$ cat src/rtl/child_dispatch_pkg.sv
// Shared types and the round-robin lane picker
// for the child fan-out dispatcher.
package child_dispatch_pkg;

  localparam int NUM_LANES_DEFAULT = 5;
  localparam int MAX_LANES = 16;

  typedef logic [$clog2(NUM_LANES_DEFAULT)-1:0] lane_idx_t;

  typedef struct packed {
    logic       found;
    logic [3:0] idx;
  } pick_t;

  // Scans downward so the last hit kept is the lowest offset from ptr.
  function automatic pick_t rr_pick(
    input logic [MAX_LANES-1:0] free_vec,
    input logic [3:0]           ptr,
    input logic [4:0]           n
  );
    pick_t      r;
    logic [4:0] j;
    r = '0;
    for (int k = MAX_LANES - 1; k >= 0; k--) begin
      if (5'(k) < n) begin
        j = 5'(ptr) + 5'(k);
        if (j >= n) j = j - n;
        if (free_vec[j[3:0]]) begin
          r.found = 1'b1;
          r.idx   = j[3:0];
        end
      end
    end
    return r;
  endfunction

endpackage

$ cat src/rtl/child_fanout_dispatcher_lane.sv
// One-entry output register slice with a saturating
// dispatch counter; one instance per child lane.
module dispatch_lane_reg
  import child_dispatch_pkg::*;
#(
  parameter int DATA_W = 32,
  parameter int CNT_W  = 16
) (
  input  logic              clk,
  input  logic              rst,
  input  logic              i_flush,
  input  logic              i_load,
  input  logic [DATA_W-1:0] i_data,
  input  logic              i_ready,
  output logic              o_valid,
  output logic [DATA_W-1:0] o_data,
  output logic [CNT_W-1:0]  o_cnt,
  output logic              o_free
);

  logic              r_valid;
  logic [DATA_W-1:0] r_data;
  logic [CNT_W-1:0]  r_cnt;

  assign o_valid = r_valid;
  assign o_data  = r_data;
  assign o_cnt   = r_cnt;
  assign o_free  = !r_valid || i_ready;

  always_ff @(posedge clk or posedge rst) begin
    if (rst) begin
      r_valid <= 1'b0;
      r_data  <= '0;
      r_cnt   <= '0;
    end else if (i_flush) begin
      r_valid <= 1'b0;
    end else if (i_load) begin
      r_valid <= 1'b1;
      r_data  <= i_data;
      if (r_cnt != '1) r_cnt <= r_cnt + 1'b1;
    end else if (i_ready) begin
      r_valid <= 1'b0;
    end
  end

endmodule

$ cat src/rtl/child_fanout_dispatcher.sv
// Round-robin, work-conserving fan-out of one
// valid/ready stream onto NUM_LANES child lanes.
module child_fanout_dispatcher
  import child_dispatch_pkg::*;
#(
  parameter int NUM_LANES = 5,
  parameter int DATA_W    = 32,
  parameter int CNT_W     = 16
) (
  input  logic                        clk,
  input  logic                        rst,
  input  logic                        flush,
  input  logic                        in_valid,
  output logic                        in_ready,
  input  logic [DATA_W-1:0]           in_data,
  output logic [NUM_LANES-1:0]        out_valid,
  input  logic [NUM_LANES-1:0]        out_ready,
  output logic [NUM_LANES*DATA_W-1:0] out_data,
  output logic [NUM_LANES*CNT_W-1:0]  lane_cnt,
  output logic [$clog2(NUM_LANES)-1:0] rr_ptr
);

  localparam int IDX_W = $clog2(NUM_LANES);

  logic [NUM_LANES-1:0] w_free;
  logic [NUM_LANES-1:0] w_load;
  logic [MAX_LANES-1:0] w_free_ext;
  pick_t                w_pick;
  logic [IDX_W-1:0]     w_target;
  logic                 w_accept;
  logic [IDX_W-1:0]     r_rr_ptr;
  logic                 w_unused_idx;

  assign w_free_ext   = MAX_LANES'(w_free);
  assign w_pick       = rr_pick(w_free_ext, 4'(r_rr_ptr), 5'(NUM_LANES));
  assign w_target     = w_pick.idx[IDX_W-1:0];
  assign w_unused_idx = ^w_pick.idx;

  // Combinational through out_ready so a draining lane refills same cycle.
  assign in_ready = w_pick.found && !flush && !rst;
  assign w_accept = in_valid && in_ready;
  assign rr_ptr   = r_rr_ptr;

  always_comb begin
    w_load = '0;
    if (w_accept) w_load[w_target] = 1'b1;
  end

  always_ff @(posedge clk or posedge rst) begin
    if (rst) begin
      r_rr_ptr <= '0;
    end else if (flush) begin
      r_rr_ptr <= '0;
    end else if (w_accept) begin
      if (w_target == IDX_W'(NUM_LANES - 1)) r_rr_ptr <= '0;
      else r_rr_ptr <= w_target + 1'b1;
    end
  end

  for (genvar g = 0; g < NUM_LANES; g++) begin : g_lane
    dispatch_lane_reg #(
      .DATA_W (DATA_W),
      .CNT_W  (CNT_W)
    ) u_lane (
      .clk     (clk),
      .rst     (rst),
      .i_flush (flush),
      .i_load  (w_load[g]),
      .i_data  (in_data),
      .i_ready (out_ready[g]),
      .o_valid (out_valid[g]),
      .o_data  (out_data[g*DATA_W +: DATA_W]),
      .o_cnt   (lane_cnt[g*CNT_W +: CNT_W]),
      .o_free  (w_free[g])
    );
  end

endmodule

$ cat config.mk
export PLATFORM = sky130hd
export DESIGN_NAME = child_fanout_dispatcher
export DESIGN_NICKNAME = d
export VERILOG_FILES = /design/src/rtl/child_dispatch_pkg.sv /design/src/rtl/child_fanout_dispatcher_lane.sv /design/src/rtl/child_fanout_dispatcher.sv
export SDC_FILE = /design/constraint.sdc
export NUM_CORES = 1
export LEC_CHECK = 0
export ABC_AREA = 1
export CORE_MARGIN = 10
export CORE_UTILIZATION = 54
export CTS_CLUSTER_DIAMETER = 200
export DETAILED_ROUTE_END_ITERATION = 16
export PLACE_DENSITY = 0.95
export SLEW_MARGIN = 20
export SYNTH_ARGS = -nofsm -noshare
export SYNTH_HDL_FRONTEND = slang
export SYNTH_SLANG_ARGS = --single-unit
$ cat constraint.sdc
create_clock -name clk -period 13.9 [get_ports clk]
set_clock_uncertainty 0.2 [all_clocks]
set_input_delay 2.78 -clock clk [delete_from_list [all_inputs] [get_ports clk]]
set_output_delay 2.78 -clock clk [all_outputs]
set_load 0.05 [all_outputs]
==> run metrics <==
crit path from=out_ready[1]; ys async rst share=1.00; final worst path period need=8.39 ns; DR iter-0 viols=around 1200; nets=around 1700; Rows=54; TritonCTS Buffers=27; drt first pass iters=9; H-tree depth=1; DR vias/cell=approximately 5.6; Die Ht=approximately 170 um; Critical Path AT=approximately 5.4 ns; initial core utilization=0.545; post-CTS sizing=0; GRT Resource Usage Total=0.264; max_cap viols=0; full die area=0.0282 sq mm; Overall Power=roughly 0.0039 W; slowest stage delay, CP=around 0.75 ns; worst reg-to-reg setup slack=between 9 and 10 ns; Antenna Violating Nets Remaining=0; Skew-Pair Late Insertion Delay=~0.53 ns; Most used DFF post-synth=dfrtp_1; number of synthesized flops with an enable pin=0; mean post-synth cell area=between 8 and 9 sq um; delay-heaviest family, CP=buffers and inverters; CP Cell Sequence=clkdlybuf4s50_1 > nor2_1 > inv_1 > nand2_1 > nand3_1 > nand2_1 > nand2_1 > nand2_1 > nand3_1 > nor2_1 > nand2_1 > nand2_1 > inv_2 > clkdlybuf4s50_1; Worst path depth=14; startpoint class of the critical path=input port; final setup fails=0; unique cell type count in the Yosys netlist=31; initial antenna violation count=0; hold crit path type=flop to flop; post-CTS setup buffer count=0; #FFs+latches synth=around 250; Mapped Area=0.0118 sq mm; Pwr Density=~250 mW/mm^2; GRT overflow=0; Worst Path Buf+Inv=4; final worst-path cycle share=0.604; RSZ-0062 raised after global routing=false; synth-to-layout area growth=33.6%; final hold vios=0; Fmax=119 MHz; Die Width=about 170 um; Clk pin slew, worst setup/hold paths=about 0.060 ns; wire length per cell=between 15 and 20 um; global-route wire length before repair=~62 mm; Critical-path top delay cell=clkdlybuf4s50_1; # hold bufs at CTS=0; wirelength, routed=between 30 and 40 mm; Hold Crit Depth=2; Critical Path RT=10.92 ns; status=completed; CP most frequent cell=nand2_1; Worst IR Drop VDD=about 0.00014 V; Reg-to-Reg Start=rr_ptr[0]; share of cells above drive strength 1=0.0469; CP endpoint kind=output pin; Reg-to-Reg End=g_lane[2].u_lane.o_data[21]; Reg2Reg Depth=21; worst setup path end=in_ready; max-slew violations=0; Final GP Congestion=a little over 0.9; TNS Setup=0 ns; Worst Path Max Fanout=5; Synth warnings=0; CTS tree=yes; HPWL after DPL=26.5 mm; crit path kind=input port to output pin; vias post-DR=11113; Slew headroom=0.374; # DRC=0; post-synth net total=1478; Seq/Total Area, Yosys=0.525; clock sinks=about 250; clock buffer depth=3; largest net degree at the start of global routing=between 80 and 90; vias in the first global route=roughly 11000; core box area=~0.022 sq mm; Clock Tree Root=clkbuf_16; gate count of the mapped netlist=~1400; # IOs=290; Worst Max-Slew Pin Slew=around 0.94 ns; Port Buffers=between 200 and 300; leakage=~7.3 nW
cells by family after synthesis:
logic type | Yosys count | synth area share
flip-flops | 248 | 0.525
AND/OR/NAND/NOR | 705 | 0.256
AO/OA/AOI/OAI | 190 | 0.0819
adder cells (fa/ha/maj) | 19 | 0.0208
XOR/XNOR | 66 | 0.0489
buffers and inverters | 190 | 0.0674
Yosys cell counts, types with 5 or more instances:
master | count | share of area
xor2_1 | 44 | 0.033
nor3_1 | 29 | 0.012
o21ai_1 | 79 | 0.033
xnor2_1 | 22 | 0.016
o21ai_0 | 102 | 0.043
nor2_1 | 32 | 0.010
buf_4 | 10 | 0.0064
ha_1 | 18 | 0.019
nand3_1 | 138 | 0.058
nand4_1 | 32 | 0.017
inv_1 | 126 | 0.040
nand2_1 | 449 | 0.14
dfrtp_1 | 248 | 0.53
nand2_2 | 6 | 0.0032
a21oi_1 | 6 | 0.0025
buf_2 | 36 | 0.015
clkbuf_1 | 14 | 0.0044
nor4_1 | 5 | 0.0026
flip-flops by register name (all words and copies together), names as in the netlist:
name                   cells
g_lane.u_lane.o_cnt       80
g_lane.u_lane.o_valid      5
g_lane.u_lane.o_data     160
rr_ptr                     3
cell type report:
cell class	instances	area (sq um)
Clock inverter	17	233
Timing Repair Buffer	296	2950
Inverter	130	495
Tap cell	280	350
Antenna cell	1	2.50
Clock buffer	33	718
Sequential cell	248	6210
Multi-Input combinational cell	980	4820
Fill cell	1450	5910
stage by stage:
step | instances | setup slack (ns) | hold WS (ns) | utilization | cell area [sq um]
after floorplan | 1418 | 4.11 | 0.323 | - | 11800
after global placement | 1934 | 5.62 | 0.265 | 0.683 | 14800
after detailed placement | 1934 | 5.64 | 0.273 | 0.683 | 14800
after CTS | 1984 | 5.54 | 0.288 | 0.727 | 15800
after global routing | 1984 | 5.26 | 0.309 | 0.727 | 15800
final | 1985 | 5.51 | 0.284 | 0.727 | 15800
where the power goes:
part	switching (W)	internal, W	leakage [nW]
Clock	0.000302	0.000463	0.448
Combinational	0.00143	0.000597	3.59
Sequential	0.000154	0.000936	3.30
layer usage:
| layer | part of all wire | routed length, um | global-route usage | up-vias |
|---|---|---|---|---|
| met3 | 0.11 | 4120 | 0.0787 | 81 |
| met5 | 0 | 0 | 0 | - |
| li1 | - | - | - | 5121 |
| met2 | 0.48 | 18700 | 0.441 | 558 |
| met1 | 0.39 | 14900 | 0.326 | 5353 |
| met4 | 0.023 | 897 | 0.0708 | 0 |
cell usage in the layout, fill, tap and decap left out, drive strengths merged:
cell type and n:
nor3 29, nor3b 1, xor2 44, and3 1
nand2 455, clkinv 4, o31ai 1, nor2 38
nand3 140, a21oi 7, clkinvlp 6, bufinv 5
or4 1, buf 7, clkbuf 33, a22oi 1
nand3b 1, nand4 32, clkdlybuf4s50 289, fa 1
or2 2, ha 18, xnor2 22, inv 132
dfrtp 248, nor4 5, diode 1, o21ai 181
worst reg2reg max path, stage by stage, from the launching register on:
cell     delay (ns)
dfrtp_1        0.68
inv_2          0.21
ha_1           0.25
inv_1          0.06
fa_1           0.40
inv_1          0.06
nand2_1        0.04
o21ai_0        0.16
inv_1          0.12
a21oi_1        0.14
nand2_1        0.14
nand3_1        0.14
nor2_1         0.05
nand2_1        0.09
nand2_1        0.12
inv_2          0.11
nand2_2        0.11
nor2_4         0.47
nand2_2        0.49
buf_4          0.42
nand2_1        0.18
o21ai_1        0.08
worst min path at each step:
stage | from | endpoint | slack, ns
2_1_floorplan | g_lane[2].u_lane.o_valid | g_lane[2].u_lane.o_valid | 0.32
3_3_place_gp | g_lane[0].u_lane.o_data[2] | g_lane[0].u_lane.o_data[2] | 0.26
3_5_place_dp | g_lane[4].u_lane.o_data[21] | g_lane[4].u_lane.o_data[21] | 0.27
4_1_cts | g_lane[4].u_lane.o_data[6] | g_lane[4].u_lane.o_data[6] | 0.29
5_1_grt | g_lane[4].u_lane.o_data[19] | g_lane[4].u_lane.o_data[19] | 0.31
6_report | g_lane[0].u_lane.o_data[2] | g_lane[0].u_lane.o_data[2] | 0.28
No activity file was read; power rests on OpenSTA's default activity.
==> patch 1: new RTL, same flow settings <==
Put a register stage on the output `lane_cnt`, without a reset. The value now appears one clock later. The other outputs are not delayed to match.
--- a/src/rtl/child_fanout_dispatcher.sv
+++ b/src/rtl/child_fanout_dispatcher.sv
@@ -22,4 +22,6 @@
 
   localparam int IDX_W = $clog2(NUM_LANES);
+
+  logic [NUM_LANES*CNT_W-1:0] lane_cnt_d;
 
   logic [NUM_LANES-1:0] w_free;
@@ -71,9 +73,13 @@
       .o_valid (out_valid[g]),
       .o_data  (out_data[g*DATA_W +: DATA_W]),
-      .o_cnt   (lane_cnt[g*CNT_W +: CNT_W]),
+      .o_cnt   (lane_cnt_d[g*CNT_W +: CNT_W]),
       .o_free  (w_free[g])
     );
   end
 
+  always_ff @(posedge clk) begin
+    lane_cnt <= lane_cnt_d;
+  end
+
 endmodule
 
Check against the original RTL: not equivalent (a bounded check fails within 4 cycles, from zero or initial values and one cycle with rst high).
==> patch 1 against the unedited design <==
First-iteration DRC count is 7.7% higher; synthesized area is 15% higher; routed wire length rose by 6.3%; setup slack improved by 0.076 ns; total power is 15% higher; design area increased by 12%; sequential cell count increased by 80; die area is 13% higher; via count rose by 7.6%; critical path type unchanged; critical endpoint unchanged; highest routed layer unchanged.
==> patch 1: results (changes against the unedited design) <==
number of cells on the worst reg-to-reg path 19 (-9.5%); wire length of the first global-routing pass 64.3 mm (+4.3%); multi-input logic area 4890 um^2 (+1.5%); vias in the first global route 11800 (+5.0%); ratio of cells with drive above 1 in the final layout 4.84% (+0.15 points); weighted congestion at the end of routability-driven global placement 0.971 (+5.1%); Lkg Pwr 8.19 nW (+12%); number of buffers created by CTS 34 (+26%); largest net degree at the start of global routing 116 (+32%); post-synthesis sequential area ratio 57.5% (+4.9 points); count of distinct cell types in the synthesized netlist 35 (+13%); diodes inserted 0 (-1); total track usage 25.1% (-1.3 points); largest fanout on the critical path 4 (-1); WL/cell 19.4 um (-0.55%); Critical Path AT 5.34 ns (-0.07 ns); Placed Area 16500 um^2 (+11%); fraction of registers with async set or reset after synthesis 75.6% (-24 points); Hold Startpoint g_lane[4].u_lane.o_cnt[5]; highest cell delay on the worst timing path 0.71 ns (-0.04 ns); H-tree lvl count 2 (+1); Total Nets Final 1832 (+5.1%); clk sinks 328 (+32%); reg-to-reg critical path endpoint g_lane[0].u_lane.o_data[29]; count of placed standard cells including taps 2060 (+6.5%); Net Count, Synth 1565 (+5.9%); most instantiated cells after synthesis sky130_fd_sc_hd__nand2_1, sky130_fd_sc_hd__dfrtp_1, sky130_fd_sc_hd__inv_1; proportion of cell area spent on the clock network 6.84% (+0.81 points); headroom to the max-slew limit 32.1% (-5.3 points); number of combinational gates with multiple inputs 986 (+0.61%); via density per instance 5.64 (+0.73%); main area contributors after synthesis sky130_fd_sc_hd__dfrtp_1, sky130_fd_sc_hd__nand2_1, sky130_fd_sc_hd__dfxtp_1; fillcell total 1621 (+12%); status finished, final reports clean
-- patch 1: changes by cell type in the layout (fill, tap and decap cells not counted), sizes merged, moves of 3 or more --
cell,unedited run,this run
nand3,140,105
xnor2,22,14
dfxtp,0,80
inv,132,127
nor4,5,8
nor2,38,55
nand3b,1,4
nand2,455,446
clkbuf,33,51
nand4,32,61
nor3,29,25
a21oi,7,12
clkinvlp,6,0
-- patch 1: logic make-up after synthesis --
kind of cell / synth area share [%]
AO/OA/AOI/OAI: 7.53
flip-flops: 57.5
AND/OR/NAND/NOR: 22.8
buffers and inverters: 6.64
XOR/XNOR: 3.74
adder cells (fa/ha/maj): 1.80
-- patch 1: routing by layer --
| layer | vias to the layer above | wire [um] | share of wire, % | GRT usage (%) |
|---|---|---|---|---|
| li1 | 5439 | - | - | - |
| met1 | 5779 | 15900 | 39 | 30.6 |
| met2 | 628 | 20200 | 49 | 43.2 |
| met3 | 115 | 3300 | 8.0 | 4.44 |
| met4 | 0 | 1610 | 3.9 | 9.96 |
| met5 | - | 0 | 0 | 0 |
-- patch 1: worst max-delay path by stage --
| stage | end | cells past startpoint |
|---|---|---|
| detailed placement | in_ready | 14 |
| floorplan | g_lane[0].u_lane.o_cnt[0] | 1 |
| CTS | in_ready | 14 |
| global route | in_ready | 14 |
| global placement | in_ready | 14 |
| finish | in_ready | 14 |
-- patch 1: stage by stage --
| stage | hold WS [ns] | setup slack [ns] |
|---|---|---|
| finish | 0.195 | 5.58 |
| global route | 0.212 | 5.42 |
| detailed placement | 0.185 | 5.62 |
| CTS | 0.198 | 5.62 |
| global placement | 0.175 | 5.64 |
| floorplan | 0.161 | 4.11 |
==> patch 2: new RTL, same settings <==
Without the edit above. `CNT_W` is set to 16 in 2 places; all go to 32.
--- a/src/rtl/child_fanout_dispatcher_lane.sv
+++ b/src/rtl/child_fanout_dispatcher_lane.sv
@@ -5,5 +5,5 @@
 #(
   parameter int DATA_W = 32,
-  parameter int CNT_W  = 16
+  parameter int CNT_W  = 32
 ) (
   input  logic              clk,
--- a/src/rtl/child_fanout_dispatcher.sv
+++ b/src/rtl/child_fanout_dispatcher.sv
@@ -6,5 +6,5 @@
   parameter int NUM_LANES = 5,
   parameter int DATA_W    = 32,
-  parameter int CNT_W     = 16
+  parameter int CNT_W     = 32
 ) (
   input  logic                        clk,
Interface: changed (resized lane_cnt); port bits go from 290 to 370. The function was not compared with the original's and may differ.
==> patch 2 against the unedited design <==
Routed wire length increased by 48%; synthesized area increased by 46%; global-route usage increased by 1.7 points; non-clock buffer count increased by 86; sequential cell count increased by 80; clock power increased by 27%; total power increased by 20%; setup slack improved by 0.048 ns; worst hold slack about the same; die area increased by 40%; first-iteration DRC count increased by 31%; maximum frequency increased by 0.57%; design area increased by 41%; largest cell class unchanged.
==> patch 2: results (changes against the unedited design) <==
Placed Area 21100 um^2 (+42%); Max IR drop VDD 0.124 mV (-9.3%); total combinational power 2.32 mW (+14%); largest net degree at the start of global routing 126 (+43%); pin slew with the least headroom to its limit 0.954 ns (+0.0154 ns); diodes inserted 0 (-1); Net Count, Synth 2246 (+52%); signal buffers share of area 17.1% (-1.6 points); XOR/XNOR share of the synthesized area 7.58% (+2.7 points); ratio of cells with drive above 1 in the final layout 4.10% (-0.59 points); wire length of the first global-routing pass 90.2 mm (+46%); area of all placed cells without fillers 22300 um^2 (+41%); multi-input logic area 8110 um^2 (+68%); compound-gate portion of the synthesized area 6.01% (-2.2 points); Critical Path AT 5.36 ns (-0.05 ns); non-clock buffer total of the final layout 382 (+29%); status finished, final reports clean; Total Nets Final 2575 (+48%); count of clock buffers in the final design 52 (+58%); vias in the first global route 16800 (+50%); portion of total power attributed to the clock network 20.9% (+1.2 points); WL/cell 19.5 um (about the same); weighted congestion at the end of routability-driven global placement 0.994 (+7.6%); number of buffers created by CTS 37 (+37%); largest fanout on the critical path 6 (+1); most instantiated cells after synthesis sky130_fd_sc_hd__nand2_1, sky130_fd_sc_hd__dfrtp_1, sky130_fd_sc_hd__o21ai_0
==> patch 2: final timing paths <==
kind | depth (start not counted) | slack [ns] | from | end
hold / removal | 2 | 0.28 | g_lane[4].u_lane.o_data[1] | g_lane[4].u_lane.o_data[1]
max in group asynchronous | 4 | 8.58 | rst | g_lane[1].u_lane.o_data[10]
setup / recovery | 14 | 5.56 | out_ready[1] | in_ready
hold reg to reg | 2 | 0.28 | g_lane[4].u_lane.o_data[1] | g_lane[4].u_lane.o_data[1]
setup reg to reg | 19 | 8.70 | rr_ptr[0] | g_lane[4].u_lane.o_cnt[14]
min in group asynchronous | 2 | 2.71 | rst | g_lane[3].u_lane.o_data[30]
==> patch 2: metal layers <==
metal	track usage [%]	vias to the layer above	routed length [um]
met1	34.3	8157	21800
li1	-	7809	-
met2	47.3	950	27400
met4	9.89	0	1890
met3	7.01	155	6200
met5	0	-	0
==> patch 2: worst max-delay path, cell delays in order <==
cell and delay, ns:
sky130_fd_sc_hd__clkdlybuf4s50_1 0.49, sky130_fd_sc_hd__nor2_1 0.45, sky130_fd_sc_hd__nand3_1 0.15, sky130_fd_sc_hd__nand3_1 0.10, sky130_fd_sc_hd__nand2_1 0.06, sky130_fd_sc_hd__nand2_1 0.07
sky130_fd_sc_hd__nand2_1 0.05, sky130_fd_sc_hd__nand2_1 0.13, sky130_fd_sc_hd__nand2_1 0.07, sky130_fd_sc_hd__nor2_1 0.09, sky130_fd_sc_hd__nand2_1 0.10, sky130_fd_sc_hd__nand2_1 0.07
sky130_fd_sc_hd__inv_1 0.04, sky130_fd_sc_hd__clkdlybuf4s50_1 0.71
